File: src/rtl/xnor_cmp_pipe.sv
// Registered bitwise XNOR/XOR comparator with a single valid/ready output stage.
// Define XNOR_CMP_STATS_EN to add the saturating mismatch counter on err_cnt.
module xnor_cmp_pipe #(
  parameter int WIDTH = 8,
  parameter int CW    = $clog2(WIDTH + 1)
) (
  input  logic             clk,
  input  logic             rst,
  input  logic             in_valid,
  output logic             in_ready,
  input  logic [WIDTH-1:0] a,
  input  logic [WIDTH-1:0] b,
  input  logic             mode,
  output logic             out_valid,
  input  logic             out_ready,
  output logic [WIDTH-1:0] y,
  output logic [CW-1:0]    match_cnt,
  output logic             all_eq,
  output logic [15:0]      err_cnt,
  input  logic             stats_clr
);

  logic [WIDTH-1:0] w_xnor;
  logic [WIDTH-1:0] w_y;
  logic [CW-1:0]    w_cnt;
  logic             w_eq;
  logic             w_accept;

  logic             r_valid;
  logic [WIDTH-1:0] r_y;
  logic [CW-1:0]    r_cnt;
  logic             r_eq;

  assign w_xnor   = ~(a ^ b);
  assign w_y      = mode ? ~w_xnor : w_xnor;
  assign w_eq     = &w_xnor;
  assign in_ready = !r_valid || out_ready;
  assign w_accept = in_valid && in_ready;

  always_comb begin
    w_cnt = '0;
    for (int i = 0; i < WIDTH; i++) begin
      w_cnt = w_cnt + CW'(w_xnor[i]);
    end
  end

  // A consume without a new accept only drops valid; the data registers keep their last value.
  always_ff @(posedge clk) begin
    if (rst) begin
      r_valid <= 1'b0;
      r_y     <= '0;
      r_cnt   <= '0;
      r_eq    <= 1'b0;
    end else if (w_accept) begin
      r_valid <= 1'b1;
      r_y     <= w_y;
      r_cnt   <= w_cnt;
      r_eq    <= w_eq;
    end else if (out_ready) begin
      r_valid <= 1'b0;
    end
  end

  assign out_valid = r_valid;
  assign y         = r_y;
  assign match_cnt = r_cnt;
  assign all_eq    = r_eq;

`ifdef XNOR_CMP_STATS_EN
  logic [15:0] r_err_cnt;

  // Clear takes priority over a same-cycle increment; the count sticks at all-ones.
  always_ff @(posedge clk) begin
    if (rst || stats_clr) begin
      r_err_cnt <= '0;
    end else if (w_accept && !w_eq && (r_err_cnt != 16'hFFFF)) begin
      r_err_cnt <= r_err_cnt + 16'd1;
    end
  end

  assign err_cnt = r_err_cnt;
`else
  logic w_unused;

  assign w_unused = stats_clr;
  assign err_cnt  = '0;
`endif

endmodule

File: config.mk
export PLATFORM = sky130hd
export DESIGN_NAME = xnor_cmp_pipe
export DESIGN_NICKNAME = d
export VERILOG_FILES = /design/src/rtl/xnor_cmp_pipe.sv
export SDC_FILE = /design/constraint.sdc
export NUM_CORES = 1
export LEC_CHECK = 0
export CORE_AREA = 3 3 57 59
export DETAILED_ROUTE_END_ITERATION = 6
export DIE_AREA = 0 0 60 62
export PLACE_DENSITY_LB_ADDON = 0.05
export SLEW_MARGIN = 20
export SYNTH_ARGS = -nofsm -noshare
export SYNTH_HDL_FRONTEND = slang
export SYNTH_SLANG_ARGS = --single-unit
File: constraint.sdc
create_clock -name clk -period 8.24 [get_ports clk]
set_clock_uncertainty 0.05 [all_clocks]
set_input_delay 0.824 -clock clk [delete_from_list [all_inputs] [get_ports clk]]
set_output_delay 0.824 -clock clk [all_outputs]
set_load 0.005 [all_outputs]
Yosys cells after proc, flatten, opt, wreduce, memory -nomap -nowiden
Index checks and enable logic that the tools add are counted.

word-level totals
  flip-flop bits (word level) = 14
  input bits = 22
  output and inout bits = 31
  logic and storage cells = 22

cells by class
  add/sub/neg operators = 7
  multiplexer cells = 3
  bitwise gates (word level) = 3
  reduce and logical (&&, ||, !) cells = 5

operator list
  operator                                count
  4-bit by 1-bit adder with 4-bit output  4
  8-bit inverter                          2
  8-bit 2-to-1 mux                        1
  8-bit AND reduction                     1
  8-bit bitwise XOR                       1
  3-bit by 1-bit adder with 4-bit output  1
  2-bit by 1-bit adder with 3-bit output  1
  1-bit by 1-bit adder with 2-bit output  1
  1-bit 2-to-1 mux                        2
  2-bit nonzero test                      1
  1-bit logical AND                       1
  1-bit zero test                         1
  1-bit logical OR                        1

Logic depth before layout (Yosys ltp)
Gate-level depths: netlist of the first run.

  depth after elaboration = 9
  mapped depth = 12
  mapped depth without buffers = 12

Worst setup path before layout of the first run
OpenSTA, ideal clock, no wires.

  kind = input port to flip-flop
  from = in b[0]
  to = reg r_cnt[2] (netlist: match_cnt[2])
  setup time = 71 ps
  arrival = 3560 ps
  required time = 8119 ps
  path slack = 4559 ps
  stages on the path = 12
  path buffers = 0
  path through = xnor2_2 > fa_1 > inv_1 > fa_1 > inv_1 > fa_1 > ha_1 > inv_1 > fa_1 > xnor2_1 > nand3_1 > a21oi_1

on the way
  cells in the longest elaborated chain, start to end = 9

RTL lines
  what                                                 line  source
  start: declaration                                   12    input logic [WIDTH-1:0] b,
  8-bit bitwise XOR                                    34    assign w_xnor = ~(a ^ b);
  8-bit inverter                                       34
  1-bit by 1-bit adder with 2-bit output               43    w_cnt = w_cnt + CW'(w_xnor[i]);
  2-bit by 1-bit adder with 3-bit output               43
  3-bit by 1-bit adder with 4-bit output               43
  4-bit by 1-bit adder with 4-bit output (4 in a row)  43
  end signal: assignment                               57    r_cnt <= w_cnt;
  end: declaration                                     31    logic [CW-1:0] r_cnt;

Every way passes these cells.
A chain may end at the register's enable or synchronous reset.

Final worst setup path of the first run
Same ends and word-level chain as after synthesis.

==> metrics, run 1 <==
status complete, no violations; slowest cell on the critical path sky130_fd_sc_hd__fa_1; routed wire length 2040 µm; average vias per placed instance 4.57; critical register-to-register path endpoint y[4]; Post-Syn Area 1080 µm²; number of distinct library cell variants in the gate-level netlist after synthesis 25; cell area power density 158 nW/µm²; detailed-routing wirelength on met1 around 830 µm; worst endpoint data arrival time around 4200 ps; slowest cell delay on critical path 540 ps; Residual DRC 0; worst endpoint required time 8390 ps; Adder-Cell Fraction of Synth Area 12.0%; relative slew slack 57.5%; clk slew on worst S/H paths 80 ps; slack of the critical path 4230 ps; Starting Density 39.3%; count of buffers from port buffering 35; root buffer selected by CTS sky130_fd_sc_hd__clkbuf_4; number of standard cells after synthesis ~110; Hold WC Path Type flop to flop; Max Clock Freq 0.250 GHz; die area 3720 µm²; top routing layer in use met4; global router's overall resource usage 12.0%; clock tree buffer depth 2; hold bufs inserted after CTS 0; portion of the post-synthesis area used by sequential elements around 26%; synthesis-to-finish area growth 29.5%; Synth Area per Inst between 10 and 15 µm²; Slew Limit Fails 0; core region area 2760 µm²; Clock H-tree levels 1; actual slew at the worst max-slew pin roughly 640 ps; most used cell, CP sky130_fd_sc_hd__fa_1; Max rail drop VDD 104 µV; RD Place Congestion 0.718; DRT antenna net count 0; standard-cell row count 19; hold path startpoint match_cnt[2]; first-pass GRT wire length 3310 µm; crit path from b[0]; reg-to-reg critical path startpoint out_valid; total leakage power 0.563 nW; combinational family with the most area after synthesis XOR/XNOR gates; final setup TNS 0 ps; commonest non-fill, non-tap cell in the layout sky130_fd_sc_hd__clkdlybuf4s50_1; antenna violations before repair 0; height of the die 62 µm; unrepaired setup endpoints after global routing false; Yosys reg bits 14; DR WL met2 1010 µm; post-CTS setup buffer count 0; Final Hold Vio Count 0; Synth Area in Simple Gates 6.57%; dpl cell area 1380 µm²; xor/xnor share of the synthesized area 21.3%; final clock period utilization by the worst path approximately half; Max-cap violations 0; total CTS buffers 3; TritonRoute pass-1 iters 2; commonest non-fill, non-tap cells in the layout sky130_fd_sc_hd__clkdlybuf4s50_1, sky130_fd_sc_hd__conb_1, sky130_fd_sc_hd__a21oi_1, sky130_fd_sc_hd__dfxtp_1; worst path cell trace clkdlybuf4s50_1, xnor2_2, fa_1, inv_1, fa_1, inv_1, fa_1, ha_1, inv_1, fa_1, xnor2_1, nand3_1, a21oi_1; placed insts approximately 170; total grt overflow 0; Post-CTS Resized 0; Yosys warnings 0; crit end category flop; HPWL reported at the end of detailed placement 1680 µm; compound-gate portion of the synthesized area 16.6%; final setup fails 0; number of design-rule violations left by the first detailed-router iteration 5; source-to-sink clock delay at the later pin of the worst-skew pair 270 ps; io pins 53; maximum net fanout on the critical path 3; fin area around 1400 µm²; end point of the critical path match_cnt[2]; startpoint type of the worst setup path primary input; average detailed-routed wire length per instance around 12 µm; critical path class primary input to flop; post-layout min period about 4000 ps; vias in the first global route 770; total number of nets in the final design around 170; number of vias after detailed routing about 790; Horiz. Die Dim about 60 µm; non-filler instance count after layout 172; multiplexer share of the synthesized area 0%; Register-to-Register Path Depth 4; pin count of the biggest net entering global routing 16; total inserted antenna cells 0; share of final-layout standard cells stronger than drive strength 1 roughly 12%; met3 WL post-DR 185 µm; fill count 261; reg2reg setup slack 7090 ps; clock tree from TritonCTS done; setup slack at placement 3910 ps; number of clock sinks seen by CTS 14; utilization after layout 51.0%
## metrics by stage
step / total power [mW] / hold slack [ps]
2_1_floorplan: 0.152 / 416
3_3_place_gp: 0.185 / 412
3_5_place_dp: 0.188 / 418
4_1_cts: 0.226 / 428
5_1_grt: 0.243 / 458
6_report: 0.222 / 426
## synthesized netlist by cell type
cell / count / area [µm²]
sky130_fd_sc_hd__a211oi_2: 3 / 37.5
sky130_fd_sc_hd__nor2_4: 1 / 11.3
sky130_fd_sc_hd__fa_1: 4 / 80.1
sky130_fd_sc_hd__a21oi_1: 14 / 70.1
sky130_fd_sc_hd__nand2_1: 1 / 3.75
sky130_fd_sc_hd__buf_2: 1 / 5.00
sky130_fd_sc_hd__nand4b_1: 1 / 8.76
sky130_fd_sc_hd__ha_1: 4 / 50.1
sky130_fd_sc_hd__xnor2_1: 9 / 78.8
sky130_fd_sc_hd__nand3_1: 3 / 15.0
sky130_fd_sc_hd__buf_4: 17 / 128
sky130_fd_sc_hd__nand4_1: 1 / 6.26
sky130_fd_sc_hd__nor2b_4: 1 / 13.8
sky130_fd_sc_hd__a211oi_1: 6 / 45.0
sky130_fd_sc_hd__o31ai_1: 1 / 7.51
sky130_fd_sc_hd__dfxtp_1: 14 / 280
sky130_fd_sc_hd__xnor2_2: 6 / 97.6
sky130_fd_sc_hd__xnor2_4: 2 / 55.1
sky130_fd_sc_hd__nor2b_1: 2 / 12.5
sky130_fd_sc_hd__inv_4: 1 / 6.26
sky130_fd_sc_hd__inv_1: 9 / 33.8
sky130_fd_sc_hd__buf_6: 1 / 11.3
sky130_fd_sc_hd__o21ai_0: 4 / 20.0
sky130_fd_sc_hd__conb_1: 1 / 3.75
sky130_fd_sc_hd__clkbuf_1: 1 / 3.75
## where the power goes
group          leakage, nW  internal, mW  switching (mW)
Clock               0.0138        0.0169          0.0205
Combinational        0.434        0.0575          0.0477
Sequential           0.116        0.0759         0.00373
## registers in the layout, summed over array words and instances (netlist names)
register,flops
y,8
match_cnt,4
all_eq,1
out_valid,1
## metal layers
metal	up-vias	global-route usage [%]
met3	2	2.69
met5	-	0
li1	394	-
met1	355	12.7
met4	0	5.38
met2	35	22.7
## cell families (layout without fill, tap and decap cells)
family | Yosys count | in the layout
simple gates | 10 | 10
compound gates | 28 | 28
xor+xnor | 17 | 17
fa+ha+maj | 8 | 8
flops | 14 | 14
other cells | 1 | 16
buf+inv | 30 | 48
## cell type report
type                       instances  area [µm²]  share of cell area, %
multi-input combinational         79         673                   47.9
timing repair buffer              35         350                   24.9
inverter                          10        40.0                   2.85
sequential                        14         280                   19.9
clock buffer                       3        22.5                   1.60
tap                               31        38.8                   2.76
## how the worst min path moves through the flow
stage	to	slack, ps	cells after the start
2_1_floorplan	match_cnt[2]	420	2
3_3_place_gp	match_cnt[3]	410	2
3_5_place_dp	match_cnt[2]	420	2
4_1_cts	match_cnt[2]	430	2
5_1_grt	match_cnt[3]	460	2
6_report	match_cnt[2]	430	2
## critical path: cells and delay by family
kind | cells | cell delay [ps]
xor gates and xnor gates | 2 | 330
buffers and inverters | 4 | 600
and+or+nand+nor | 1 | 90
AOI/OAI and AO/OA | 1 | 150
adders and majority gates | 5 | 2150
Power figures use the tool's default switching activity.
==> run 2, diff against run 1 <==
==> constraint.sdc (replaced) <==
create_clock -name clk -period 3.9 [get_ports clk]
set_clock_uncertainty 0.05 [all_clocks]
set_input_delay 0.39 -clock clk [delete_from_list [all_inputs] [get_ports clk]]
set_output_delay 0.39 -clock clk [all_outputs]
set_load 0.005 [all_outputs]
==> metrics, run 2 (synthesis results as in run 1) <==
status complete, no violations; final setup fails 0 (unchanged); sequential cell fraction of total power 35.8% (about the same); worst endpoint required time 4050 ps (-4340 ps); maximum net fanout on the critical path 3 (unchanged); first-pass GRT wire length 3310 µm (-0.21%); io pins 53 (unchanged); height of the die 62 µm (unchanged); Starting Density 39.3% (unchanged); clock network fraction of design power 16.8% (about the same); share of final-layout standard cells stronger than drive strength 1 13.3% (+1.2 points); number of clock sinks seen by CTS 14 (unchanged); Max Clock Freq 0.281 GHz; die area 3720 µm² (unchanged); clock tree from TritonCTS done; Final Hold Vio Count 0 (unchanged); clk slew on worst S/H paths 80 ps (about the same); Sw Pwr 151 µW (+110%); switching share of total power 32.2% (-0.21 points); core region area 2760 µm² (unchanged); FF/Latch Area 280 µm² (unchanged); final clock period utilization by the worst path between 90% and 100%; total grt overflow 0 (unchanged); critical path class primary input to flop; post-layout min period 3560 ps; root buffer selected by CTS sky130_fd_sc_hd__clkbuf_4; synthesis-to-finish area growth 30.9%; clock tree buffer depth 2 (unchanged); Max rail drop VDD 217 µV (+110%); fill count 276 (+5.7%); Clock H-tree levels 1 (unchanged); hold bufs inserted after CTS 0 (unchanged); cell internal pwr 319 µW (+110%); total number of nets in the final design 175 (+1.2%); total power consumption of the routed design 470 µW (+110%); average vias per placed instance 4.57 (+0.11%); total CTS buffers 3 (unchanged); number of flip-flops in the largest register 8 (unchanged); final setup TNS 0 ps (unchanged); multi-input combinational cell area 673 µm² (unchanged); vias in the first global route 768 (-0.26%); count of buffers from port buffering 35 (unchanged); pin count of the biggest net entering global routing 16 (unchanged); source-to-sink clock delay at the later pin of the worst-skew pair 270 ps (about the same); global router's overall resource usage 11.7% (-0.30 points); unrepaired setup endpoints after global routing false; standard-cell row count 19 (unchanged); Slew Limit Fails 0 (unchanged); commonest non-fill, non-tap cell in the layout sky130_fd_sc_hd__clkdlybuf4s50_1; worst endpoint data arrival time 3710 ps (-440 ps); antenna violations before repair 0 (unchanged); HPWL reported at the end of detailed placement 1620 µm (-3.6%); relative slew slack 57.1% (-0.44 points); post-CTS setup buffer count 0 (unchanged); cell area power density 331 nW/µm² (+110%); DRT antenna net count 0 (unchanged); routed wire length 1980 µm (-2.8%); average detailed-routed wire length per instance 11.4 µm (-3.9%); crit end category flop; number of vias after detailed routing 796 (+1.3%); Horiz. Die Dim 60 µm (unchanged); TritonRoute pass-1 iters 4 (+2); Residual DRC 0 (unchanged); Max-cap violations 0 (unchanged); commonest non-fill, non-tap cells in the layout sky130_fd_sc_hd__clkdlybuf4s50_1, sky130_fd_sc_hd__conb_1, sky130_fd_sc_hd__a21oi_1, sky130_fd_sc_hd__dfxtp_1; actual slew at the worst max-slew pin 642 ps (+6.55 ps); total inserted antenna cells 0 (unchanged); Post-CTS Resized 0 (unchanged); startpoint type of the worst setup path primary input; number of design-rule violations left by the first detailed-router iteration 9 (+4); total leakage power 0.573 nW (+1.7%); Hold WC Path Type flop to flop; fraction of power consumed by combinational cells 47.4% (about the same); RD Place Congestion 0.753 (+4.8%); utilization after layout 51.5% (+0.54 points)
==> run 2: layout make-up <==
| class | count | area share [%] |
|---|---|---|
| Inverter | 10 | 2.82 |
| Tap cell | 31 | 2.73 |
| Sequential cell | 14 | 19.7 |
| Multi-Input combinational cell | 79 | 47.4 |
| Clock buffer | 3 | 1.59 |
| Timing Repair Buffer | 37 | 25.7 |
==> run 2: stage by stage <==
| stage | hold WS [ps] | worst slack (ps) | std cells | cell area, µm² |
|---|---|---|---|---|
| after detailed placement | 420 | 39.7 | 171 | 1400 |
| final | 427 | 340 | 174 | 1420 |
| after CTS | 430 | 329 | 174 | 1420 |
| after floorplan | 405 | 653 | 123 | 1140 |
| after global placement | 412 | 67.0 | 171 | 1400 |
| after global routing | 456 | 142 | 174 | 1420 |
==> run 2: worst paths after layout <==
path,from,to,slack [ps],cells after the start
setup / recovery,b[3],match_cnt[2],340,13
setup reg to reg,out_valid,y[4],2750,4
hold / removal,match_cnt[2],match_cnt[2],430,2
hold reg to reg,match_cnt[2],match_cnt[2],430,2
==> run 2: layer usage <==
layer / routed length, µm / share of wire, % / track usage (%)
met5: 0 / 0 / 0
met2: 973 / 49 / 21.0
met4: 14 / 0.71 / 6.01
met3: 173 / 8.7 / 1.86
met1: 819 / 41 / 13.5
==> run 2: worst max-delay path, cell delays in order <==
cell and delay [ps]:
sky130_fd_sc_hd__clkdlybuf4s50_1 490, sky130_fd_sc_hd__xnor2_4 190, sky130_fd_sc_hd__fa_1 480, sky130_fd_sc_hd__inv_1 50, sky130_fd_sc_hd__fa_1 520, sky130_fd_sc_hd__inv_1 50
sky130_fd_sc_hd__fa_1 530, sky130_fd_sc_hd__ha_1 160, sky130_fd_sc_hd__inv_1 50, sky130_fd_sc_hd__fa_1 370, sky130_fd_sc_hd__xnor2_1 160, sky130_fd_sc_hd__nand3_1 90
sky130_fd_sc_hd__a21oi_1 160
==> run 2: power by group through the flow <==
stage / clock network (mW) / logic [mW] / registers, mW
after floorplan: 0 / 0.149 / 0.173
after global placement: 0 / 0.223 / 0.171
after detailed placement: 0 / 0.225 / 0.172
after CTS: 0.0830 / 0.227 / 0.168
after global routing: 0.0887 / 0.255 / 0.170
final: 0.0790 / 0.223 / 0.168
